[src/rtl/spi_master_tx16.sv]
// spi_master_tx16: SPI mode-0 master sending one 16-bit word per start pulse, MSB first,
// while shifting in 16 bits from miso; all outputs registered.
module spi_master_tx16 #(
    parameter int CLK_DIV = 50
) (
    input  logic        clk,
    input  logic        rst,
    input  logic        start,
    input  logic [15:0] tx_data,
    input  logic        miso,
    output logic        sclk,
    output logic        mosi,
    output logic        ss_n,
    output logic [15:0] rx_data,
    output logic        tx_ready,
    output logic        tx_done
);
    localparam int DW = $clog2(CLK_DIV);
    localparam logic [DW-1:0] DIV_LAST = DW'(CLK_DIV - 1);

    typedef enum logic [2:0] {S_IDLE, S_SETUP, S_HIGH, S_LOW, S_HOLD} state_t;

    state_t        state_q, state_d;
    logic [DW-1:0] div_q, div_d;
    logic [3:0]    bit_q, bit_d;
    logic [15:0]   tx_sr_q, tx_sr_d;
    logic [15:0]   rx_sr_q, rx_sr_d;
    logic [15:0]   rx_data_q, rx_data_d;
    logic          sclk_q, sclk_d;
    logic          mosi_q, mosi_d;
    logic          ss_n_q, ss_n_d;
    logic          tx_ready_q, tx_ready_d;
    logic          tx_done_q, tx_done_d;
    logic          div_last;

    assign div_last = div_q == DIV_LAST;

    always_ff @(posedge clk or posedge rst) begin
        if (rst) begin
            state_q    <= S_IDLE;
            div_q      <= '0;
            bit_q      <= '0;
            tx_sr_q    <= '0;
            rx_sr_q    <= '0;
            rx_data_q  <= '0;
            sclk_q     <= 1'b0;
            mosi_q     <= 1'b0;
            ss_n_q     <= 1'b1;
            tx_ready_q <= 1'b1;
            tx_done_q  <= 1'b0;
        end else begin
            state_q    <= state_d;
            div_q      <= div_d;
            bit_q      <= bit_d;
            tx_sr_q    <= tx_sr_d;
            rx_sr_q    <= rx_sr_d;
            rx_data_q  <= rx_data_d;
            sclk_q     <= sclk_d;
            mosi_q     <= mosi_d;
            ss_n_q     <= ss_n_d;
            tx_ready_q <= tx_ready_d;
            tx_done_q  <= tx_done_d;
        end
    end

    always_comb begin
        state_d    = state_q;
        div_d      = div_q + 1'b1;
        bit_d      = bit_q;
        tx_sr_d    = tx_sr_q;
        rx_sr_d    = rx_sr_q;
        rx_data_d  = rx_data_q;
        sclk_d     = sclk_q;
        mosi_d     = mosi_q;
        ss_n_d     = ss_n_q;
        tx_ready_d = tx_ready_q;
        tx_done_d  = 1'b0;
        case (state_q)
            S_IDLE: begin
                div_d = '0;
                if (start) begin
                    state_d    = S_SETUP;
                    tx_sr_d    = tx_data;
                    bit_d      = 4'd15;
                    ss_n_d     = 1'b0;
                    mosi_d     = tx_data[15];
                    tx_ready_d = 1'b0;
                end
            end
            S_SETUP, S_LOW: begin
                // rising SCLK: slave data is sampled on the same edge sclk goes high
                if (div_last) begin
                    state_d = S_HIGH;
                    div_d   = '0;
                    sclk_d  = 1'b1;
                    rx_sr_d = {rx_sr_q[14:0], miso};
                end
            end
            S_HIGH: begin
                if (div_last) begin
                    div_d  = '0;
                    sclk_d = 1'b0;
                    if (bit_q == 4'd0) begin
                        state_d = S_HOLD;
                    end else begin
                        state_d = S_LOW;
                        tx_sr_d = {tx_sr_q[14:0], 1'b0};
                        mosi_d  = tx_sr_q[14];
                        bit_d   = bit_q - 4'd1;
                    end
                end
            end
            S_HOLD: begin
                if (div_last) begin
                    state_d    = S_IDLE;
                    div_d      = '0;
                    ss_n_d     = 1'b1;
                    tx_ready_d = 1'b1;
                    tx_done_d  = 1'b1;
                    rx_data_d  = rx_sr_q;
                    mosi_d     = 1'b0;
                end
            end
            default: begin
                state_d = S_IDLE;
                div_d   = '0;
            end
        endcase
    end

    assign sclk     = sclk_q;
    assign mosi     = mosi_q;
    assign ss_n     = ss_n_q;
    assign rx_data  = rx_data_q;
    assign tx_ready = tx_ready_q;
    assign tx_done  = tx_done_q;
endmodule

[config.mk]
export PLATFORM = sky130hd
export DESIGN_NAME = spi_master_tx16
export DESIGN_NICKNAME = d
export VERILOG_FILES = /design/src/rtl/spi_master_tx16.sv
export SDC_FILE = /design/constraint.sdc
export NUM_CORES = 1
export LEC_CHECK = 0
export BUFFER_PORTS_ARGS = -buffer_cell sky130_fd_sc_hd__buf_4
export CORE_MARGIN = 1
export CORE_UTILIZATION = 30
export CTS_BUF_LIST = sky130_fd_sc_hd__clkbuf_4 sky130_fd_sc_hd__clkbuf_8
export DETAILED_ROUTE_END_ITERATION = 8
export PLACE_DENSITY = 0.54
export SYNTH_ARGS = -nofsm -noshare
export SYNTH_HDL_FRONTEND = slang
export SYNTH_SLANG_ARGS = --single-unit
[constraint.sdc]
create_clock -name clk -period 2.6 [get_ports clk]
set_clock_uncertainty 0.05 [all_clocks]
set_input_delay 0.65 -clock clk [delete_from_list [all_inputs] [get_ports clk]]
set_output_delay 0.65 -clock clk [all_outputs]
set_load 0.05 [all_outputs]
==> results of run 1 <==
## flip-flops by register name, summed over array words and instances (netlist names)
register and cells:
tx_ready 1, tx_done 1, state_q 3, rx_sr_q 16
tx_sr_q 15, rx_data 16, sclk 1, div_q 6
mosi 1, bit_q 4
## layout make-up
class	instances	area, um^2
Fill cell	923	5750
Sequential cell	64	1600
Multi-Input combinational cell	155	1200
Timing Repair Buffer	50	388
Tap cell	129	161
Clock buffer	11	151
Clock inverter	5	55.1
Inverter	5	18.8
## worst max-delay path by stage
stage	from	to	slack (ns)	cells past startpoint
2_1_floorplan	rst	bit_q[0]	0.30	1
3_3_place_gp	start	tx_sr_q[6]	0.50	5
3_5_place_dp	start	tx_sr_q[4]	0.47	5
4_1_cts	state_q[0]	tx_sr_q[10]	0.48	3
5_1_grt	div_q[1]	rx_data[8]	0.35	7
6_report	state_q[0]	tx_sr_q[10]	0.49	3
## worst max-delay path: cells and delay by family, from the launching register on
| kind | cells | cell delay (ns) |
|---|---|---|
| simple gates | 1 | 0.50 |
| flops | 1 | 0.49 |
| compound gates | 1 | 0.55 |
| mux | 1 | 0.41 |
## per-stage QoR
stage | utilization | area, um^2 | setup slack [ns] | hold WS (ns)
3_5_place_dp | 0.362 | 3380 | 0.471 | 0.421
5_1_grt | 0.384 | 3580 | 0.354 | 0.227
2_1_floorplan | - | 2910 | 0.304 | 0.411
3_3_place_gp | 0.362 | 3380 | 0.500 | 0.418
6_report | 0.384 | 3580 | 0.486 | 0.231
4_1_cts | 0.384 | 3580 | 0.484 | 0.233
## synth_stat cells
cell | count | area share
a221oi_1 | 1 | 0.0030
nand4b_1 | 1 | 0.0030
nor3b_4 | 1 | 0.0065
nand3b_1 | 2 | 0.0052
o21ai_4 | 1 | 0.0056
inv_1 | 5 | 0.0065
or3_1 | 1 | 0.0022
mux2_2 | 41 | 0.16
or4b_1 | 1 | 0.0034
or2_2 | 1 | 0.0022
mux2i_1 | 1 | 0.0034
o31ai_1 | 1 | 0.0026
a21oi_1 | 7 | 0.012
or3b_1 | 1 | 0.0030
nand4b_4 | 1 | 0.0082
ha_1 | 4 | 0.017
mux2_4 | 7 | 0.036
dfrtp_1 | 63 | 0.54
buf_2 | 4 | 0.0069
o21ai_0 | 1 | 0.0017
nor2_1 | 52 | 0.067
nor3b_1 | 2 | 0.0052
a21o_1 | 2 | 0.0052
buf_6 | 2 | 0.0077
and3_1 | 1 | 0.0022
xor2_1 | 3 | 0.0090
a211oi_1 | 1 | 0.0026
xnor2_1 | 4 | 0.012
clkbuf_1 | 4 | 0.0052
or2_1 | 1 | 0.0022
nor4b_1 | 1 | 0.0030
nor2_2 | 1 | 0.0022
o21ai_2 | 1 | 0.0030
dfstp_2 | 1 | 0.0090
nor3b_2 | 1 | 0.0043
nand3_1 | 3 | 0.0052
a22o_1 | 2 | 0.0060
a22oi_1 | 1 | 0.0026
nand2_1 | 4 | 0.0052
nor3_1 | 2 | 0.0034
buf_4 | 3 | 0.0077
## cells by family after synthesis
logic type / Yosys count / synth area share
muxes: 49 / 0.198
AOI/OAI and AO/OA: 18 / 0.0443
and+or+nand+nor: 77 / 0.133
xor gates and xnor gates: 7 / 0.0211
adders and majority gates: 4 / 0.0172
DFF: 64 / 0.551
buffers and inverters: 18 / 0.0340
## metal layers
metal | global-route usage | share of wire | up-vias
met4 | 0.0401 | 0.014 | 0
li1 | - | - | 896
met5 | 0 | 0 | -
met2 | 0.162 | 0.43 | 36
met1 | 0.156 | 0.51 | 913
met3 | 0.0508 | 0.046 | 10
## power breakdown
group	switching, W	internal (W)
sequential	0.000000461	0.000996
combinational	0.0000306	0.0000282
clock	0.000383	0.000491
total	0.000414	0.00152
==> impl_results.md, run 1 <==
- # IOs: 41
- # nets final: 309
- Minimum clock period: 2.11 ns
- CTS tree: built
- Largest net degree at the start of global routing: 50
- Final Max Tran Viols: 0
- Clk root buf: clkbuf_8
- Crit path cell chain: or3b_1 > o21ai_4 > mux2_2
- RSZ-0062 raised after global routing: false
- Status: finished, final reports clean
- Initial Utilization: 0.312
- Mapped Nets: 261
- Layout area overhead: 23.2%
- Diodes inserted: 0
- Most frequent cells in the layout: dfrtp_1, nor2_1, buf_4
- Core area: 0.00933 mm^2
- Hold Crit Class: in2async
- Die ar.: 0.0101 mm^2
- Yosys cell types: 41
- CP max stage delay: 0.55 ns
- Die X: 100 um
- RePlAce Congestion: 0.691
- Vias per std cell: 4.43
- Via count of the first global-routing pass: 1,738
- Initial antenna violation count: 0
- Setup-failing EPs final: 0
- Setup crit end kind: flip-flop
- First-pass GRT wire length: 8830 um
- Drt pass-1 iters: 4
- Power per cell area: 539 mW/mm^2
- Crit start category: flip-flop
- Remaining DRCs: 0
- Static Leak: 1.81 nW
- Max Cap Viol: 0
- Setup CP Type: reg2reg
- Hold buffer count at CTS: 0
- Worst Path Max Fanout: 17
- CTS Sinks: 64
- Register area share after synthesis: 0.551
- CTS Buffer Depth: 2
- Number of synthesized register bits: 64
- Cell area after synthesis: 0.00291 mm^2
- Post-CTS Setup Bufs: 0
- Via count: 1,855
- End of the worst register-to-register path: tx_sr_q[10]
- IO Port Bufs: 40
- CP max-delay cell: o21ai_4
- Setup tns final: 0 ns
- Internal reg-to-reg setup slack: 0.49 ns
- Worst Path Required: 2.77 ns
- Total Power: 0.00193 W
- Clk_lat worst skew: 0.34 ns
- Period utilization: 0.813
- Post-placement cell count: 403
- Initial DRC count: 56
- GR Util All Layers: 0.115
- Worst-path clk slew: 0.07 ns
- Die Y: 100 um
- H-tree depth: 3
- Syn Area/Cell: 12.3 um^2
- Worst rel slew slack: 0.575
- Share of post-route cells with drive strength above 1: 0.424
- Worst VDD drop: 0.000240 V
- Fin cells: 419
- Fmax: 473 MHz
- Post-CTS resize count: 0
- Antenna-violating nets left: 0
- DR WL/cell: 12.5 um
- Worst Tran Pin Value: 0.635 ns
- TritonCTS Buffers: 9
- Final wirelength: 5230 um
- Row cnt: 35
- Worst flop-to-flop path startpoint: state_q[0]
- Total global routing overflow: 0
- R2r worst-path depth: 3
- Cells after Synth: 237
- Hpwl dp: 3560 um
- CP arrival: 2.28 ns
- Synth Warn #: 0
- Most common cell after layout, fill and taps aside: dfrtp_1
- Count of final hold-check violations: 0
No activity file was read; power rests on OpenSTA's default activity.
==> inputs of run 2 (changes only) <==
PLACE_DENSITY = 0.56   (was 0.54)
clock period = 1.8 ns   (was 2.6 ns; I/O delays follow)
==> run 2 against run 1 <==
  * The flow now finishes with violations (setup timing)
  * Worst setup slack worse by 0.60 ns
  * Clock power increased by 66%
  * Die area did not move
  * Count of clock-buffer cells in the layout unchanged
  * Critical path type unchanged
  * Largest cell class unchanged
==> impl_results.md, run 2 (synthesized netlist as in run 1, its figures left out) <==
- Final wirelength: 5750 um (was 5230 um)
- Largest net degree at the start of global routing: 29 (was 50)
- # IOs: 41 (unchanged)
- Cell Area, Placed: 0.00358 mm^2 (was 0.00338 mm^2)
- Diodes inserted: 0 (unchanged)
- Period utilization: 1.06 (was 0.813)
- Initial antenna violation count: 0 (unchanged)
- CP arrival: 2.09 ns (was 2.28 ns)
- Power per cell area: 734 mW/mm^2 (was 539 mW/mm^2)
- CP Buf/Inv Count: 3 (was 0)
- R2r worst-path depth: 8 (was 3)
- First-pass GRT wire length: 9490 um (was 8830 um)
- Top delay family on crit path: simple AND/OR/NAND/NOR gates (was compound AO/OA/AOI/OAI gates)
- Worst VDD drop: 0.000351 V (was 0.000240 V)
- Clk_lat worst skew: 0.34 ns (about the same)
- Worst flop-to-flop path startpoint: div_q[1] (was state_q[0])
- Minimum clock period: 1.91 ns (was 2.11 ns)
- Worst Path Max Fanout: 8 (was 17)
- DR WL/cell: 12.7 um (was 12.5 um)
- Via count: 1,966 (was 1,855)
- Core area: 0.00933 mm^2 (unchanged)
- Setup CP Type: reg2reg (unchanged)
- Max Cap Viol: 0 (unchanged)
- Internal reg-to-reg setup slack: -0.11 ns (was 0.49 ns)
- Post-placement cell count: 424 (was 403)
- CP max-delay cell: dfrtp_1 (was o21ai_4)
- Hold Crit Class: in2async (unchanged)
- Row cnt: 35 (unchanged)
- CTS tree: built (unchanged)
- Total Power: 0.00298 W (was 0.00193 W)
- Fmax: 523 MHz (was 473 MHz)
- Post-Layout Inst Area: 0.00405 mm^2 (was 0.00358 mm^2)
- Static Leak: 2.08 nW (was 1.81 nW)
- TritonCTS Buffers: 9 (unchanged)
- Clk root buf: clkbuf_8 (unchanged)
- Cell-internal power: 0.00235 W (was 0.00152 W)
- Die ar.: 0.0101 mm^2 (unchanged)
- IO Port Bufs: 40 (unchanged)
- Vias per std cell: 4.36 (was 4.43)
- Worst Tran Pin Value: 0.599 ns (was 0.635 ns)
- Layout area overhead: 39.5% (was 23.2%)
- Via count of the first global-routing pass: 1,998 (was 1,738)
- H-tree depth: 3 (unchanged)
- Total global routing overflow: 0 (unchanged)
- Final hold slack: 0.0962 ns (was 0.231 ns)
- Worst-path clk slew: 0.07 ns (about the same)
- Hpwl dp: 3810 um (was 3560 um)
- Switching Power: 0.000625 W (was 0.000414 W)
- Worst rel slew slack: 0.595 (was 0.575)
- Initial Utilization: 0.312 (unchanged)
- Antenna-violating nets left: 0 (unchanged)
- CTS Buffer Depth: 2 (unchanged)
- Share of post-route cells with drive strength above 1: 0.522 (was 0.424)
- Setup tns final: -1.60 ns (was 0 ns)
- GR Util All Layers: 0.122 (was 0.115)
- Initial DRC count: 57 (was 56)
- Wire length on met3: 227 um (was 242 um)
- Crit start category: flip-flop (unchanged)
- Count of final hold-check violations: 0 (unchanged)
- Seq pwr share: 0.484 (was 0.517)
- Clock power share: 0.486 (was 0.453)
- Final Max Tran Viols: 0 (unchanged)
- Status: finished with violations (was finished, final reports clean)
- Failing checks: setup timing
- Setup-failing EPs final: 39 (was 0)
- Remaining DRCs: 0 (unchanged)
- Die X: 100 um (unchanged)
- Most common cell after layout, fill and taps aside: buf_4 (was dfrtp_1)
- Max Used Layer: met4 (unchanged)
- Worst Path Required: 1.98 ns (was 2.77 ns)
- Fin cells: 451 (was 419)
- Sw Ratio: 0.210 (was 0.214)
- Setup crit end kind: flip-flop (unchanged)
- # nets final: 341 (was 309)
- Crit path cell chain: inv_2 > ha_4 > nand4b_4 > or2_4 > nor3b_4 > buf_6 > clkbuf_16 > mux2_2 (was or3b_1 > o21ai_4 > mux2_2)
- Logic pwr share: 0.031 (was 0.030)
- RSZ-0062 raised after global routing: true (was false)
- Drt pass-1 iters: 6 (was 4)
- RePlAce Congestion: 0.765 (was 0.691)
- CP max stage delay: 0.39 ns (was 0.55 ns)
- Die Y: 100 um (unchanged)
- Metal-1 WL: 2760 um (was 2680 um)
- Setup WS post-layout: -0.113 ns (was 0.486 ns)
- End of the worst register-to-register path: rx_sr_q[7] (was tx_sr_q[10])
- Metal2 WL: 2650 um (was 2240 um)
- Most frequent cells in the layout: buf_4, dfrtp_1, nor2_1 (was dfrtp_1, nor2_1, buf_4)
- CTS Sinks: 64 (unchanged)
==> run 2: cell types whose count changed in the layout (fill, tap and decap cells not counted), moves of 2 or more <==
cell / previous run / this run
ha_1: 4 / 2
inv_6: 0 / 2
mux2_4: 7 / 20
inv_2: 1 / 3
mux2_2: 41 / 28
buf_12: 1 / 3
inv_1: 4 / 1
clkbuf_16: 0 / 2
buf_4: 49 / 71
clkinv_2: 2 / 0
buf_6: 0 / 5
==> run 2: what timing repair did <==
action	CTS	global route
pin swaps	2	5
setup endpoints to repair	49	49
hold buffers	0	0
resized for setup	8	23
cloned	0	2
buffers inserted	4	5
==> run 2: through the flow <==
| stage | worst slack [ns] | util |
|---|---|---|
| after global routing | -0.176 | 0.435 |
| after CTS | -0.136 | 0.417 |
| after floorplan | -0.296 | - |
| final | -0.113 | 0.435 |
| after global placement | -0.143 | 0.384 |
| after detailed placement | -0.175 | 0.384 |
==> run 2: area by class of cell <==
type	instances	area, um^2
clock buffer	11	151
clock inverter	5	86.3
fill	889	5270
inverter	5	22.5
multi-input combinational	155	1320
sequential	64	1600
tap	129	161
timing repair buffer	82	714
==> run 2: power by group through the flow <==
| stage | clock (W) | combinational [W] | sequential (W) |
|---|---|---|---|
| final | 0.00145 | 0.0000915 | 0.00144 |
| after global routing | 0.00156 | 0.000105 | 0.00144 |
| after CTS | 0.00149 | 0.0000944 | 0.00144 |
| after detailed placement | 0 | 0.0000945 | 0.00147 |
| after global placement | 0 | 0.0000926 | 0.00147 |
| after floorplan | 0 | 0.0000385 | 0.00147 |
==> run 2: how the worst max path moves through the flow <==
stage / start / endpoint / depth (start not counted)
2_1_floorplan: div_q[1] / rx_sr_q[0] / 8
4_1_cts: div_q[1] / rx_sr_q[0] / 7
3_5_place_dp: state_q[0] / tx_sr_q[10] / 3
6_report: div_q[1] / rx_sr_q[7] / 8
5_1_grt: div_q[1] / rx_sr_q[4] / 8
3_3_place_gp: state_q[0] / tx_sr_q[13] / 3
==> run 2: per-layer routing <==
metal  vias to the layer above  GRT usage
li1                        968          -
met1                       957      0.153
met2                        35      0.194
met3                         6     0.0397
met4                         0     0.0502
met5                         -          0
==> inputs of run 3 (changes only) <==
CTS_BUF_LIST = not set   (was sky130_fd_sc_hd__clkbuf_4 sky130_fd_sc_hd__clkbuf_8)
MAX_ROUTING_LAYER = met4   (was not set)
==> run 3 against run 2 <==
  * The run still ends with setup timing left
  * Critical path depth stayed put
  * Register-to-register slack hardly changed
  * Worst hold slack worse by 0.00066 ns
  * Largest power group unchanged
  * Maximum frequency hardly changed
  * Die area stayed put
  * Global-route usage is 0.35 points higher
  * Count of clock-buffer cells in the layout stayed put
  * Routed wire length hardly changed
  * Design area stayed put
==> impl_results.md, run 3 (synthesized netlist as in run 1, its figures left out) <==
- CP max stage delay: 0.39 ns (about the same)
- Total Power: 0.00298 W (about the same)
- GR Util All Layers: 0.125 (was 0.122)
- Fin cells: 451 (unchanged)
- Largest net degree at the start of global routing: 29 (unchanged)
- Core area: 0.00933 mm^2 (unchanged)
- # IOs: 41 (unchanged)
- Most frequent cells in the layout: buf_4, dfrtp_1, nor2_1 (unchanged)
- TritonCTS Buffers: 9 (unchanged)
- DR WL/cell: 12.7 um (about the same)
- CTS Buffer Depth: 2 (unchanged)
- Wire length on met3: 257 um (was 227 um)
- Final Max Tran Viols: 0 (unchanged)
- Minimum clock period: 1.91 ns (about the same)
- IO Port Bufs: 40 (unchanged)
- Antenna-violating nets left: 0 (unchanged)
- CTS tree: built (unchanged)
- First-pass GRT wire length: 9470 um (was 9490 um)
- CP Buf/Inv Count: 3 (unchanged)
- Fmax: 523 MHz (about the same)
- Vias per std cell: 4.37 (was 4.36)
- # nets final: 341 (unchanged)
- Crit path cell chain: inv_2 > ha_4 > nand4b_4 > or2_4 > nor3b_4 > buf_6 > clkbuf_16 > mux2_2 (unchanged)
- Cell Area, Placed: 0.00358 mm^2 (unchanged)
- Metal-1 WL: 2730 um (was 2760 um)
- Worst Path Max Fanout: 8 (unchanged)
- Setup WS pre-CTS: -0.175 ns (unchanged)
- Via count of the first global-routing pass: 1,996 (was 1,998)
- Worst VDD drop: 0.000351 V (about the same)
- Die Y: 100 um (unchanged)
- Failing checks: setup timing (unchanged)
- Worst Tran Pin Value: 0.600 ns (was 0.599 ns)
- Top delay family on crit path: simple AND/OR/NAND/NOR gates (unchanged)
- Clk_lat worst skew: 0.34 ns (about the same)
- Clk root buf: clkbuf_8 (unchanged)
- Most common cell after layout, fill and taps aside: buf_4 (unchanged)
- Total global routing overflow: 0 (unchanged)
- Hold buffer count at CTS: 0 (unchanged)
- Setup-failing EPs final: 39 (unchanged)
- CTS Sinks: 64 (unchanged)
- Drt pass-1 iters: 5 (was 6)
- Remaining DRCs: 0 (unchanged)
- Initial Utilization: 0.312 (unchanged)
- Via count: 1,972 (was 1,966)
- Hpwl dp: 3810 um (unchanged)
- Fin util: 0.435 (unchanged)
- H-tree depth: 3 (unchanged)
- Post-placement cell count: 424 (unchanged)
- RePlAce Congestion: 0.775 (was 0.765)
- Static Leak: 2.08 nW (unchanged)
- Diodes inserted: 0 (unchanged)
- CP arrival: 2.09 ns (about the same)
- Power per cell area: 734 mW/mm^2 (about the same)
- Row cnt: 35 (unchanged)
- Metal2 WL: 2660 um (was 2650 um)
- Final wirelength: 5750 um (about the same)
- Initial antenna violation count: 0 (unchanged)
- Worst Path Required: 1.98 ns (about the same)
- Worst rel slew slack: 0.595 (about the same)
- Status: finished with violations (unchanged)
- Initial DRC count: 56 (was 57)
- Share of post-route cells with drive strength above 1: 0.522 (unchanged)
- Die X: 100 um (unchanged)
- CP max-delay cell: dfrtp_1 (unchanged)
- Max Cap Viol: 0 (unchanged)
- Die ar.: 0.0101 mm^2 (unchanged)
- RSZ-0062 raised after global routing: true (unchanged)
- Setup CP Type: reg2reg (unchanged)
- Setup crit end kind: flip-flop (unchanged)
- Crit start category: flip-flop (unchanged)
- Hold Crit Class: in2async (unchanged)
- Worst-path clk slew: 0.07 ns (about the same)
- Post-Layout Inst Area: 0.00405 mm^2 (unchanged)
- Max Used Layer: met4 (unchanged)
- Setup WS post-layout: -0.112 ns (was -0.113 ns)
- Period utilization: 1.06 (about the same)
- Layout area overhead: 39.5% (unchanged)
- Count of final hold-check violations: 0 (unchanged)
## run 3: final cells by class
class,count,area [um^2]
Fill cell,889,5270
Sequential cell,64,1600
Multi-Input combinational cell,155,1320
Timing Repair Buffer,82,714
Tap cell,129,161
Clock buffer,11,151
Clock inverter,5,86.3
Inverter,5,22.5
## run 3: final timing paths
path	startpoint	endpoint	slack, ns	depth (start not counted)
worst max-delay path	div_q[1]	rx_sr_q[7]	-0.11	8
worst min-delay path	rst	rx_data[15]	0.1	2
worst max register to register	div_q[1]	rx_sr_q[7]	-0.11	8
worst min register to register	sclk	sclk	0.45	1
max in group asynchronous	rst	state_q[0]	1.06	3
min in group clk	tx_data[0]	tx_sr_q[0]	0.29	2
## run 3: where the power goes
group	internal (W)	leakage (nW)	switching (W)
combinational	0.0000457	1.10	0.0000457
clock	0.000867	0.121	0.000579
sequential	0.00144	0.862	0.000000712
total	0.00235	2.08	0.000625
## run 3: per-stage QoR
stage                     hold WS, ns  setup TNS, ns
after global routing            0.113          -4.63
after detailed placement        0.446          -5.73
final                          0.0956          -1.59
after floorplan                 0.415          -6.40
after global placement          0.435          -4.56
after CTS                      0.0989          -3.40
## run 3: per-layer routing
| metal | track usage | vias to the layer above |
|---|---|---|
| li1 | - | 967 |
| met3 | 0.0397 | 6 |
| met1 | 0.152 | 960 |
| met4 | 0.0502 | 0 |
| met5 | - | - |
| met2 | 0.194 | 39 |
## run 3: timing repair
item / CTS / global route
gates cloned: 0 / 2
setup buffers: 4 / 5
gates resized for setup: 8 / 23
setup endpoints to repair: 49 / 49
pin swaps: 2 / 5
